`src/rtl/outbox_uart_tx.sv`:
```
// outbox_uart_tx: consumer end of the CPU OUTBOX handshake.
// Bytes written with wO (while outFull is low) are queued in a small
// synchronous FIFO and drained onto an 8N1 UART TX line, LSB first.
//
// Ports:
//   clk      system clock
//   i_rst    synchronous active-high reset
//   data     byte to enqueue (R register value)
//   wO       write strobe, one cycle per byte
//   outFull  FIFO holds 2**DEPTH_LOG2 entries
//   outEmpty FIFO holds 0 entries
//   count    current FIFO occupancy
//   tx       UART serial line, idle high, registered
//   tx_busy  a frame is in progress (state other than IDLE)
module outbox_uart_tx #(
  parameter int unsigned DEPTH_LOG2 = 2,
  parameter int unsigned BAUD_DIV   = 104
) (
  input  logic                clk,
  input  logic                i_rst,
  input  logic [7:0]          data,
  input  logic                wO,
  output logic                outFull,
  output logic                outEmpty,
  output logic [DEPTH_LOG2:0] count,
  output logic                tx,
  output logic                tx_busy
);

  localparam int unsigned          DEPTH     = 2 ** DEPTH_LOG2;
  localparam int unsigned          BW        = (BAUD_DIV > 1) ? $clog2(BAUD_DIV) : 1;
  localparam logic [BW-1:0]         BAUD_LAST = BW'(BAUD_DIV - 1);
  localparam logic [DEPTH_LOG2:0]   FULL_CNT  = (DEPTH_LOG2 + 1)'(DEPTH);

  typedef enum logic [1:0] {
    S_IDLE,
    S_START,
    S_DATA,
    S_STOP
  } state_t;

  logic [7:0]            mem [DEPTH];
  logic [DEPTH_LOG2-1:0] wr_ptr;
  logic [DEPTH_LOG2-1:0] rd_ptr;
  logic [DEPTH_LOG2:0]   count_q;

  state_t                state_q;
  state_t                state_d;
  logic [BW-1:0]         baud_q;
  logic [BW-1:0]         baud_d;
  logic [2:0]            bit_q;
  logic [2:0]            bit_d;
  logic [7:0]            shift_q;
  logic [7:0]            shift_d;
  logic                  tx_q;
  logic                  tx_d;
  logic                  wr_en;
  logic                  pop;
  logic                  baud_end;

  assign outFull  = (count_q == FULL_CNT);
  assign outEmpty = (count_q == '0);
  assign count    = count_q;
  assign tx       = tx_q;
  assign tx_busy  = (state_q != S_IDLE);
  assign wr_en    = wO & ~outFull;
  assign baud_end = (baud_q == BAUD_LAST);

  // Storage is deliberately not reset.
  always_ff @(posedge clk) begin
    if (wr_en) begin
      mem[wr_ptr] <= data;
    end
  end

  always_ff @(posedge clk) begin
    if (i_rst) begin
      wr_ptr  <= '0;
      rd_ptr  <= '0;
      count_q <= '0;
    end else begin
      if (wr_en) begin
        wr_ptr <= wr_ptr + 1'b1;
      end
      if (pop) begin
        rd_ptr <= rd_ptr + 1'b1;
      end
      case ({wr_en, pop})
        2'b10:   count_q <= count_q + 1'b1;
        2'b01:   count_q <= count_q - 1'b1;
        default: count_q <= count_q;
      endcase
    end
  end

  always_ff @(posedge clk) begin
    if (i_rst) begin
      state_q <= S_IDLE;
      baud_q  <= '0;
      bit_q   <= '0;
      shift_q <= '0;
      tx_q    <= 1'b1;
    end else begin
      state_q <= state_d;
      baud_q  <= baud_d;
      bit_q   <= bit_d;
      shift_q <= shift_d;
      tx_q    <= tx_d;
    end
  end

  // tx_q follows the current state one cycle later, so the line drops one
  // cycle after the pop that enters START.
  always_comb begin
    state_d = state_q;
    baud_d  = baud_q;
    bit_d   = bit_q;
    shift_d = shift_q;
    pop     = 1'b0;
    tx_d    = 1'b1;

    case (state_q)
      S_START: tx_d = 1'b0;
      S_DATA:  tx_d = shift_q[0];
      default: tx_d = 1'b1;
    endcase

    case (state_q)
      S_IDLE: begin
        if (!outEmpty) begin
          pop     = 1'b1;
          shift_d = mem[rd_ptr];
          baud_d  = '0;
          state_d = S_START;
        end
      end
      S_START: begin
        if (baud_end) begin
          baud_d  = '0;
          bit_d   = '0;
          state_d = S_DATA;
        end else begin
          baud_d = baud_q + 1'b1;
        end
      end
      S_DATA: begin
        if (baud_end) begin
          baud_d  = '0;
          shift_d = {1'b0, shift_q[7:1]};
          bit_d   = bit_q + 3'd1;
          if (bit_q == 3'd7) begin
            state_d = S_STOP;
          end
        end else begin
          baud_d = baud_q + 1'b1;
        end
      end
      S_STOP: begin
        if (baud_end) begin
          baud_d = '0;
          if (!outEmpty) begin
            pop     = 1'b1;
            shift_d = mem[rd_ptr];
            state_d = S_START;
          end else begin
            state_d = S_IDLE;
          end
        end else begin
          baud_d = baud_q + 1'b1;
        end
      end
      default: state_d = S_IDLE;
    endcase
  end

endmodule

```
`config.mk`:
```
export PLATFORM = sky130hd
export DESIGN_NAME = outbox_uart_tx
export DESIGN_NICKNAME = d
export VERILOG_FILES = /design/src/rtl/outbox_uart_tx.sv
export SDC_FILE = /design/constraint.sdc
export NUM_CORES = 1
export LEC_CHECK = 0
export BUFFER_PORTS_ARGS = -buffer_cell sky130_fd_sc_hd__buf_2
export CORE_UTILIZATION = 50
export DETAILED_ROUTE_END_ITERATION = 10
export PLACE_DENSITY = 0.71
export SYNTH_ARGS = -nofsm -noshare
export SYNTH_HDL_FRONTEND = slang
export SYNTH_SLANG_ARGS = --single-unit
export TNS_END_PERCENT = 10
```
`constraint.sdc`:
```
create_clock -name clk -period 4.25 [get_ports clk]
set_input_delay 0.2125 -clock clk [delete_from_list [all_inputs] [get_ports clk]]
set_output_delay 0.2125 -clock clk [all_outputs]
set_load 0.01 [all_outputs]
```
==> flow_metrics.tcl, run 1 <==
set metrics [dict create \
    drive_above_1_share 0.254 \
    leakagePower_nw 1.15 \
    synth.cell_area_um2 2930 \
    yosys_warnings 0 \
    synth_fp_nets 252 \
    finClkSkew_ns 0.00668 \
    tightest_slew_ns 0.645 \
    hold_viol_final 0 \
    ioPinCount 18 \
    netlist_instances 226 \
    startpoint "baud_q[0]$_SDFFE_PP0P_" \
    cap_violations 0 \
    instances_no_fill 320 \
    r2r_cells 10 \
    grt_max_degree 31 \
    internal_power_w 0.00147 \
    clock_sinks 62 \
    viasPerCell 5.48 \
    crit_family "simple AND/OR/NAND/NOR gates" \
    routed_wl_um 4980 \
    critical_path_depth 10 \
    startpoint_type "flip-flop" \
    slowest_delay_ns 0.42 \
    ant_nets 0 \
    synthTopCellsByArea "edfxtp_1 33%, dfxtp_1 20%, mux4_2 6.1%" \
    worstPathArrival_ns 3.00 \
    grt-ovfl-total 0 \
    fmax_mhz 366 \
    combPwrFrac 0.390 \
    cts_resized 0 \
    gp_congestion 0.708 \
    cts_tree "done" \
    syn2layout_area_growth_pct 10.6 \
    cts_buffers 9 \
    portBuffers 17 \
    grt_pass1_vias 1762 \
    wire_per_inst_um 15.6 \
    fp.dieArea_um2 6170 \
    synth_edf_count 32 \
    fillers 457 \
    initial_core_util 0.526 \
    drt-initial-drc-count 107 \
    clk_pin_slew_worst_paths_ns 0.07 \
    clock_latency_ns 0.34 \
    r2r_end "count[2]$_SDFFE_PP0P_" \
    rows 27 \
    synth.most_common_cell "edfxtp_1" \
    place_ws_ns 1.54 \
    slowest_stage "and2_0" \
    drc 0 \
    rsz0062_at_grt "no" \
    die_h_um 78.6 \
    register_area_um2 1560 \
    path_cells "ha_1, and2_0, a31oi_4, nor3_4, ha_1, inv_1, fa_1, xor2_1, or3_1, a21oi_1" \
    num-nets-final 269 \
    post-cts-setup-buffers 0 \
    reg2reg_from "baud_q[0]$_SDFFE_PP0P_" \
    critPathCaptureType "flip-flop" \
    p_seq_frac 0.361 \
    synthTopCellsByCount "32 x edfxtp_1, 30 x dfxtp_1, 21 x nand2_1" \
    finalCritPeriodShare 0.643 \
    crit_fanout 8 \
    finalSetupViolCount 0 \
    crit_type "flip-flop to flip-flop" \
    via_count 1754 \
    clock_path_buffers 2 \
    switching_share 0.365 \
    hold_buffers 0 \
    fin_crit_ns 2.73 \
    cts_htree_levels 3 \
    power_density_nw_per_um2 715 \
    worstHoldPathType "primary input to flip-flop" \
    path_common_cell "ha_1" \
    yosysTopAreaCell "edfxtp_1" \
    multi_input_area_um2 1240 \
    place_inst 304 \
    core_um2 5570 \
    synth_seq_area_share 0.533 \
    postSynthAreaPerCell_um2 13.0 \
    tns_ns 0 \
    setup_ws_ns 1.52 \
    grt_use_total 0.185 \
    endpoint "count[2]$_SDFFE_PP0P_" \
    synthArstFlopShare 0 \
    synth_cell_types 55 \
    antenna_found_initial 0 \
    clockRootBuffer "clkbuf_8" \
    p_clk_frac 0.249 \
    path_buf_inv 1 \
    ys_ff_latch 62 \
    synth-main-ff-cell "edfxtp_1" \
    antennaDiodeCount 0 \
    cp.required_ns 4.51 \
    ir_drop_mv 0.390 \
    drv_slew 0 \
    place.detailed.hpwl_um 3200 \
    die_w_um 78.6 \
    first_pass_iters 4 \
    status "finished clean" \
    grt_pass1_wl_um 8470 \
    rrSetupSlack_ns 1.52 \
    p_switching_w 0.000846 \
    relSlewSlack 0.570 \
    synth_top_area_frac 0.328 \
]
[final cells by class]
class,instances,area share
Clock buffer,9,0.0382
Inverter,11,0.0143
Clock inverter,7,0.0301
Tap cell,72,0.0278
Timing Repair Buffer,17,0.0262
Sequential cell,62,0.481
Multi-Input combinational cell,142,0.382
[worst register-to-register path: cells and delay by family, from the launching register on]
| kind | cells | cell delay, ns |
|---|---|---|
| xor gates and xnor gates | 1 | 0.15 |
| adders and majority gates | 3 | 0.79 |
| and+or+nand+nor | 3 | 0.96 |
| buffers and inverters | 1 | 0.06 |
| AOI/OAI and AO/OA | 2 | 0.33 |
| DFF | 1 | 0.37 |
[cell families (layout without fill, tap and decap cells)]
| family | after synthesis | count (layout) | share of synthesized area |
|---|---|---|---|
| multiplexers | 13 | 13 | 0.0794 |
| adder cells (fa/ha/maj) | 15 | 15 | 0.0666 |
| buffers and inverters | 22 | 44 | 0.0448 |
| AO/OA/AOI/OAI | 45 | 45 | 0.138 |
| flip-flops | 62 | 62 | 0.533 |
| XOR/XNOR | 3 | 3 | 0.00896 |
| AND/OR/NAND/NOR | 66 | 66 | 0.130 |
[per-layer routing]
layer  track usage  up-vias  part of all wire
met5             0        -                 0
li1              -      874                 -
met3        0.0535        9             0.036
met4        0.0833        0             0.017
met1         0.235      842              0.48
met2         0.290       29              0.47
[power by group through the flow]
| stage | clock network [W] | logic, W | registers, W |
|---|---|---|---|
| 6_report | 0.000578 | 0.000904 | 0.000837 |
| 5_1_grt | 0.000612 | 0.00100 | 0.000856 |
| 4_1_cts | 0.000585 | 0.000908 | 0.000839 |
| 3_5_place_dp | 0 | 0.000905 | 0.000851 |
| 3_3_place_gp | 0 | 0.000894 | 0.000845 |
| 2_1_floorplan | 0 | 0.000781 | 0.000815 |
[flip-flops by register name, summed over array words and instances, names as in the netlist, named ones only]
name,flops
tx,1
bit_q,3
shift_q,8
count,3
wr_ptr,2
rd_ptr,2
baud_q,7
mem,32
state_q,2
[worst min-delay path by stage]
stage,cells past startpoint,from,slack [ns],to
after floorplan,0,data[0],0.31,mem[0][0]$_DFFE_PP_
after global placement,1,data[1],0.43,mem[0][1]$_DFFE_PP_
after detailed placement,1,data[2],0.43,mem[2][2]$_DFFE_PP_
after CTS,1,data[5],0.07,mem[2][5]$_DFFE_PP_
after global routing,1,data[5],0.08,mem[1][5]$_DFFE_PP_
final,1,data[5],0.08,mem[2][5]$_DFFE_PP_
[through the flow]
stage	hold WS (ns)	power [W]	utilization	area (um2)
after floorplan	0.311	0.00160	-	2930
final	0.0830	0.00232	0.582	3240
after global placement	0.428	0.00174	0.542	3020
after global routing	0.0796	0.00247	0.582	3240
after detailed placement	0.433	0.00176	0.542	3020
after CTS	0.0738	0.00233	0.582	3240
[cell usage in the layout, fill, tap and decap left out, types with 2 or more instances in the layout]
master / netlist / routed
buf_2: 2 / 17
a311oi_2: 6 / 6
nor2b_1: 2 / 2
clkinv_4: 1 / 2
clkinvlp_4: 0 / 2
mux2i_1: 3 / 3
a31oi_1: 2 / 2
bufinv_16: 0 / 2
nand2_1: 21 / 21
mux4_2: 8 / 8
edfxtp_1: 32 / 32
nor3b_1: 3 / 3
o21ai_0: 4 / 4
nor3_1: 2 / 2
a311oi_1: 3 / 3
nor2_1: 15 / 15
a32oi_1: 2 / 2
inv_1: 10 / 10
and2_1: 4 / 4
mux2_2: 2 / 2
nand2b_1: 3 / 3
a21oi_1: 15 / 15
nand4_1: 2 / 2
or3_1: 2 / 2
ha_1: 14 / 14
clkbuf_8: 0 / 9
dfxtp_1: 30 / 30
xor2_1: 2 / 2
Power figures use the tool's default switching activity.
==> run 2, diff against run 1 <==
--- a/config.mk
+++ b/config.mk
@@ -5,10 +5,11 @@
 export SDC_FILE = /design/constraint.sdc
 export NUM_CORES = 1
 export LEC_CHECK = 0
+export ABC_AREA = 1
 export BUFFER_PORTS_ARGS = -buffer_cell sky130_fd_sc_hd__buf_2
 export CORE_UTILIZATION = 50
 export DETAILED_ROUTE_END_ITERATION = 10
-export PLACE_DENSITY = 0.71
+export PLACE_DENSITY = 0.73
 export SYNTH_ARGS = -nofsm -noshare
 export SYNTH_HDL_FRONTEND = slang
 export SYNTH_SLANG_ARGS = --single-unit
==> constraint.sdc (replaced) <==
create_clock -name clk -period 2.5 [get_ports clk]
set_input_delay 0.125 -clock clk [delete_from_list [all_inputs] [get_ports clk]]
set_output_delay 0.125 -clock clk [all_outputs]
set_load 0.01 [all_outputs]
==> run 2 against run 1 <==
Sequential power grew 65%. Critical path depth increased by 4. Global-route usage decreased by 0.36 points. Clock-buffer cell count is the same. Combinational power increased by 43%. Critical endpoint unchanged. Largest cell class unchanged.
==> flow_metrics.tcl, run 2 <==
set metrics [dict create \
    synth-main-ff-cell "edfxtp_1" \
    instances_no_fill 444 \
    ir_drop_mv 0.549 \
    netlist_instances 336 \
    synth_edf_count 32 \
    postSynthAreaPerCell_um2 8.66 \
    critPathCaptureType "flip-flop" \
    routed_wl_um 4960 \
    place_inst 421 \
    drv_slew 0 \
    die_h_um 78.3 \
    muxShareOfSynthArea 0 \
    grt_max_degree 20 \
    cp.required_ns 2.73 \
    hold_viol_final 0 \
    yosys_warnings 0 \
    rsz0062_at_grt "no" \
    fmax_mhz 438 \
    clock_path_buffers 2 \
    clock_sinks 62 \
    largest_registers "mem: 32 flops, shift_q: 8 flops, baud_q: 7 flops" \
    num-nets-final 393 \
    portBuffers 17 \
    core_um2 5540 \
    syn2layout_area_growth_pct 15.0 \
    cts_tree "done" \
    first_pass_iters 4 \
    synth.cell_area_um2 2910 \
    grt_pass1_vias 1911 \
    ioPinCount 18 \
    yosysTopAreaCell "edfxtp_1" \
    antenna_found_initial 0 \
    synthTopCellsByArea "edfxtp_1 33%, dfxtp_1 21%, nand2_1 10%" \
    ant_nets 0 \
    startpoint_type "flip-flop" \
    finClkSkew_ns 0.00861 \
    power_density_nw_per_um2 1060 \
    placed_cell_area_um2 3070 \
    synth_top_family_by_area "simple AND/OR/NAND/NOR gates" \
    clk_pin_slew_worst_paths_ns 0.07 \
    initial_core_util 0.525 \
    drive_above_1_share 0.159 \
    met3_usage 0.0558 \
    grt_pass1_wl_um 8370 \
    synthAdderAreaFrac 0.0671 \
    synth_compound_area_frac 0.0852 \
    synth_fp_nets 362 \
    crit_type "flip-flop to flip-flop" \
    synth_xor_area_frac 0.0151 \
    wire_per_inst_um 11.2 \
    tightest_slew_ns 0.521 \
    place.detailed.hpwl_um 3460 \
    mostFrequentLayoutCells "79 x nand2_1, 62 x nor2_1, 32 x edfxtp_1" \
    antennaDiodeCount 0 \
    cts_htree_levels 3 \
    largest-register "mem" \
    synth.most_common_cell "nand2_1" \
    cap_violations 0 \
    drc 0 \
    grt_use_total 0.181 \
    worstHoldPathType "primary input to flip-flop" \
    synthArstFlopShare 0 \
    gp_congestion 0.823 \
    cts_buffers 9 \
    clockRootBuffer "clkbuf_8" \
    relSlewSlack 0.650 \
    worstPathArrival_ns 2.51 \
    via_count 2124 \
    largest_reg_flops 32 \
    grt-ovfl-total 0 \
    grt_use_met1 0.225 \
    finalSetupViolCount 0 \
    clock_latency_ns 0.35 \
    drt-initial-drc-count 92 \
    total_power_w 0.00353 \
    tns_ns 0 \
    status "finished clean" \
    synth_seq_area_share 0.537 \
    fin_crit_ns 2.28 \
    synth_top_area_frac 0.330 \
    fp.dieArea_um2 6130 \
    finalCritPeriodShare 0.912 \
    viasPerCell 4.78 \
    layout_commonest_cell "nand2_1" \
    synth-simple-area-share 0.229 \
    synth_cell_types 33 \
    gr-usage-met2 0.290 \
    rows 27 \
    leakagePower_nw 1.45 \
    synthTopCellsByCount "79 x nand2_1, 62 x nor2_1, 32 x edfxtp_1" \
    grt.busiest_layer "met2" \
    fillers 501 \
    ys_ff_latch 62 \
    final_cell_area_um2 3350 \
    die_w_um 78.3 \
    crit_fanout 4 \
]
[run 2: changes by cell type after synthesis, sizes merged, moves of 6 or more]
cell,before,now
mux4,8,0
o21ai,4,25
inv,10,37
nor2,15,68
nand2,21,81
a311oi,10,0
nand3,1,7
and2,6,0
[run 2: metrics by stage]
step	worst slack, ns	hold WS [ns]	utilization
after CTS	0.127	0.00137	0.601
after global placement	0.262	0.339	0.554
after detailed placement	0.146	0.342	0.554
final	0.219	0.00356	0.604
after floorplan	0.385	0.224	-
after global routing	0.0244	0.00157	0.604
[run 2: power by group]
group,internal [W],switching [W],leakage (nW),total (W)
combinational,0.000450,0.000841,0.820,0.00129
sequential,0.00126,0.000122,0.540,0.00138
clock,0.000460,0.000404,0.0914,0.000865
[run 2: repair_timing]
item | in CTS | in global routing
buffers inserted | 0 | 1
hold endpoints to repair | 24 | 0
resized for setup | 0 | 6
hold buffers | 6 | 0
setup endpoints to repair | 0 | 1
[run 2: critical path: stages, from the launching register on]
cell     delay (ns)
dfxtp_1        0.36
ha_2           0.20
nand3_1        0.12
nor2_4         0.15
nand2_1        0.07
nand2_1        0.10
nand2_1        0.09
inv_2          0.06
ha_1           0.14
inv_1          0.07
fa_1           0.38
a21oi_1        0.15
o21ai_1        0.09
o21ai_1        0.13
a21oi_1        0.06
[run 2: kinds of logic after synthesis]
group	after synthesis
AND/OR/NAND/NOR	161
flip-flops	62
buffers and inverters	47
AO/OA/AOI/OAI	46
adder cells (fa/ha/maj)	15
XOR/XNOR	5
[run 2: per-layer routing]
metal / part of all wire / up-vias
met5: 0 / -
met4: 0.023 / 0
met3: 0.034 / 10
met2: 0.46 / 33
met1: 0.48 / 941
li1: - / 1140
[run 2: worst paths after layout]
check	from	to	slack (ns)	depth (start not counted)
hold / removal	data[6]	mem[0][6]$_DFFE_PP_	0.004	1
hold reg to reg	baud_q[0]$_SDFFE_PP0P_	baud_q[0]$_SDFFE_PP0P_	0.46	1
setup reg to reg	baud_q[1]$_SDFFE_PP0P_	count[2]$_SDFFE_PP0P_	0.22	14
setup / recovery	baud_q[1]$_SDFFE_PP0P_	count[2]$_SDFFE_PP0P_	0.22	14
[run 2: layout make-up]
type	count	area, um2	area share
Clock buffer	9	124	0.0370
Clock inverter	7	75.1	0.0224
Inverter	38	143	0.0426
Multi-Input combinational cell	227	1160	0.347
Sequential cell	62	1560	0.467
Tap cell	72	90.1	0.0269
Timing Repair Buffer	29	190	0.0568
==> run 3, diff against run 2 <==
--- a/config.mk
+++ b/config.mk
@@ -6,10 +6,12 @@
 export NUM_CORES = 1
 export LEC_CHECK = 0
 export ABC_AREA = 1
-export BUFFER_PORTS_ARGS = -buffer_cell sky130_fd_sc_hd__buf_2
-export CORE_UTILIZATION = 50
+export CELL_PAD_IN_SITES_DETAIL_PLACEMENT = 1
+export CELL_PAD_IN_SITES_GLOBAL_PLACEMENT = 2
+export CORE_UTILIZATION = 35
 export DETAILED_ROUTE_END_ITERATION = 10
-export PLACE_DENSITY = 0.73
+export DONT_BUFFER_PORTS = 1
+export PLACE_DENSITY = 0.78
 export SYNTH_ARGS = -nofsm -noshare
 export SYNTH_HDL_FRONTEND = slang
 export SYNTH_SLANG_ARGS = --single-unit
==> run 3 against run 2 <==
Worst hold slack better by 0.17 ns. Clock skew about the same. Via count up 3.6%. First-iteration DRC count grew 12%. Routed wire length increased by 25%. Flip-flop and latch count stayed put. Sequential power about the same. Critical path depth stayed put. Largest cell class unchanged. Highest routed layer unchanged.
==> flow_metrics.tcl, run 3 (synthesis results as in run 2) <==
set metrics [dict create \
    status "finished clean" \
    die_w_um 93.2 \
    tightest_slew_ns 0.562 \
    drc 0 \
    r2r_cells 14 \
    initial_core_util 0.369 \
    antenna_found_initial 0 \
    clockRootBuffer "clkbuf_8" \
    path_cells "ha_2, nand3_1, nor2_4, nand2_1, nand2_1, nand2_1, inv_2, ha_1, inv_1, fa_1, a21oi_1, o21ai_1, o21ai_1, a21oi_1" \
    fin_hold_ws_ns 0.172 \
    min-delay-start "wO" \
    num-nets-final 380 \
    fin_crit_ns 2.25 \
    ir_drop_mv 0.430 \
    leakagePower_nw 1.41 \
    place.detailed.hpwl_um 4270 \
    ant_nets 0 \
    syn2layout_area_growth_pct 14.7 \
    grt-ovfl-total 0 \
    largest-register "mem" \
    finClkSkew_ns 0.00905 \
    first_pass_iters 4 \
    rows 32 \
    routed_wl_um 6210 \
    grt_pass1_wl_um 10900 \
    crit_type "flip-flop to flip-flop" \
    relSlewSlack 0.623 \
    fmax_mhz 444 \
    clk_pin_slew_worst_paths_ns 0.08 \
    antennaDiodeCount 0 \
    largest_registers "mem: 32 flops, shift_q: 8 flops, baud_q: 7 flops" \
    viasPerCell 4.77 \
    hold_depth 2 \
    startpoint_type "flip-flop" \
    cts_buffers 9 \
    critPathCaptureType "flip-flop" \
    tns_ns 0 \
    power_density_nw_per_um2 1070 \
    drv_slew 0 \
    fillers 946 \
    ioPinCount 18 \
    fp.dieArea_um2 8680 \
    min_to "wr_ptr[1]$_SDFFE_PP0P_" \
    cap_violations 0 \
    slowest_delay_ns 0.39 \
    via_count 2200 \
    grt_max_degree 20 \
    cts_htree_levels 3 \
    cp.required_ns 2.74 \
    hold_viol_final 0 \
    gp_congestion 0.801 \
    path_buf_inv 2 \
    register_area_um2 1570 \
    clock_path_buffers 2 \
    wire_per_inst_um 13.5 \
    routed.top_layer "met4" \
    crit_family "adder cells" \
    path_common_cell "nand2_1" \
    grt_use_total 0.166 \
    slowest_stage "fa_1" \
    crit_fanout 4 \
    drt-initial-drc-count 103 \
    utilization 0.423 \
    rrSetupSlack_ns 0.25 \
    r2r_end "count[2]$_SDFFE_PP0P_" \
    core_um2 7890 \
    finalCritPeriodShare 0.902 \
    largest_reg_flops 32 \
    grt_pass1_vias 2304 \
    portBuffers 0 \
    worstPathArrival_ns 2.49 \
    reg2reg_from "baud_q[0]$_SDFFE_PP0P_" \
    clock_latency_ns 0.35 \
    rsz0062_at_grt "no" \
    finalSetupViolCount 0 \
    worstHoldPathType "primary input to flip-flop" \
    die_h_um 93.2 \
    dr_wl_met3_um 137 \
    wl_met2_um 2970 \
    drive_above_1_share 0.125 \
    cts_tree "done" \
    drt-met1-wl_um 2970 \
    multi_input_area_um2 1160 \
    clock_sinks 62 \
    mostFrequentLayoutCells "79 x nand2_1, 62 x nor2_1, 32 x edfxtp_1" \
    layout_commonest_cell "nand2_1" \
]
## run 3: stage by stage
step / area [um2] / power, W / worst slack, ns / instances
2_1_floorplan: 2910 / 0.00241 / 0.385 / 336
3_3_place_gp: 3030 / 0.00269 / 0.234 / 435
3_5_place_dp: 3030 / 0.00272 / 0.164 / 435
4_1_cts: 3320 / 0.00364 / 0.130 / 460
5_1_grt: 3340 / 0.00390 / 0.00560 / 461
6_report: 3340 / 0.00359 / 0.246 / 461
## run 3: worst reg2reg max path, cell delays in order, from the launching register on
cell and delay [ns]:
dfxtp_2 0.36, ha_2 0.19, nand3_1 0.12, nor2_4 0.15, nand2_1 0.06, nand2_1 0.10
nand2_1 0.09, inv_2 0.06, ha_1 0.13, inv_1 0.07, fa_1 0.39, a21oi_1 0.15
o21ai_1 0.09, o21ai_1 0.13, a21oi_1 0.06
## run 3: final cells by class
class                      count  share of cell area
clock buffer                   9              0.0371
clock inverter                 7              0.0221
inverter                      38              0.0427
multi-input combinational    227               0.348
sequential                    62               0.469
tap                          102              0.0382
timing repair buffer          16              0.0427
## run 3: layer usage
| metal | GRT usage | up-vias |
|---|---|---|
| met1 | 0.208 | 1061 |
| met3 | 0.0309 | 10 |
| met4 | 0.0885 | 0 |
| li1 | - | 1110 |
| met5 | 0 | - |
| met2 | 0.271 | 19 |
## run 3: how the worst max path moves through the flow
stage | start | to | slack [ns] | cells past startpoint
after global placement | baud_q[0]$_SDFFE_PP0P_ | count[2]$_SDFFE_PP0P_ | 0.23 | 14
after CTS | baud_q[0]$_SDFFE_PP0P_ | count[2]$_SDFFE_PP0P_ | 0.13 | 14
after detailed placement | baud_q[0]$_SDFFE_PP0P_ | count[2]$_SDFFE_PP0P_ | 0.16 | 14
after floorplan | baud_q[0]$_SDFFE_PP0P_ | count[2]$_SDFFE_PP0P_ | 0.39 | 14
final | baud_q[0]$_SDFFE_PP0P_ | count[2]$_SDFFE_PP0P_ | 0.25 | 14
after global routing | baud_q[0]$_SDFFE_PP0P_ | count[2]$_SDFFE_PP0P_ | 0.006 | 14
## run 3: what timing repair did
item | 4_1_cts | 5_1_grt
hold buffers | 9 | 0
endpoints found under the setup margin | 0 | 1
hold endpoints to repair | 42 | 0
setup buffers | 0 | 1
gates resized for setup | 0 | 8
## run 3: power breakdown
part	leakage [nW]	internal, W	switching, W
logic	0.766	0.000427	0.000893
registers	0.541	0.00126	0.000115
clock network	0.0996	0.000463	0.000429
total	1.41	0.00215	0.00144
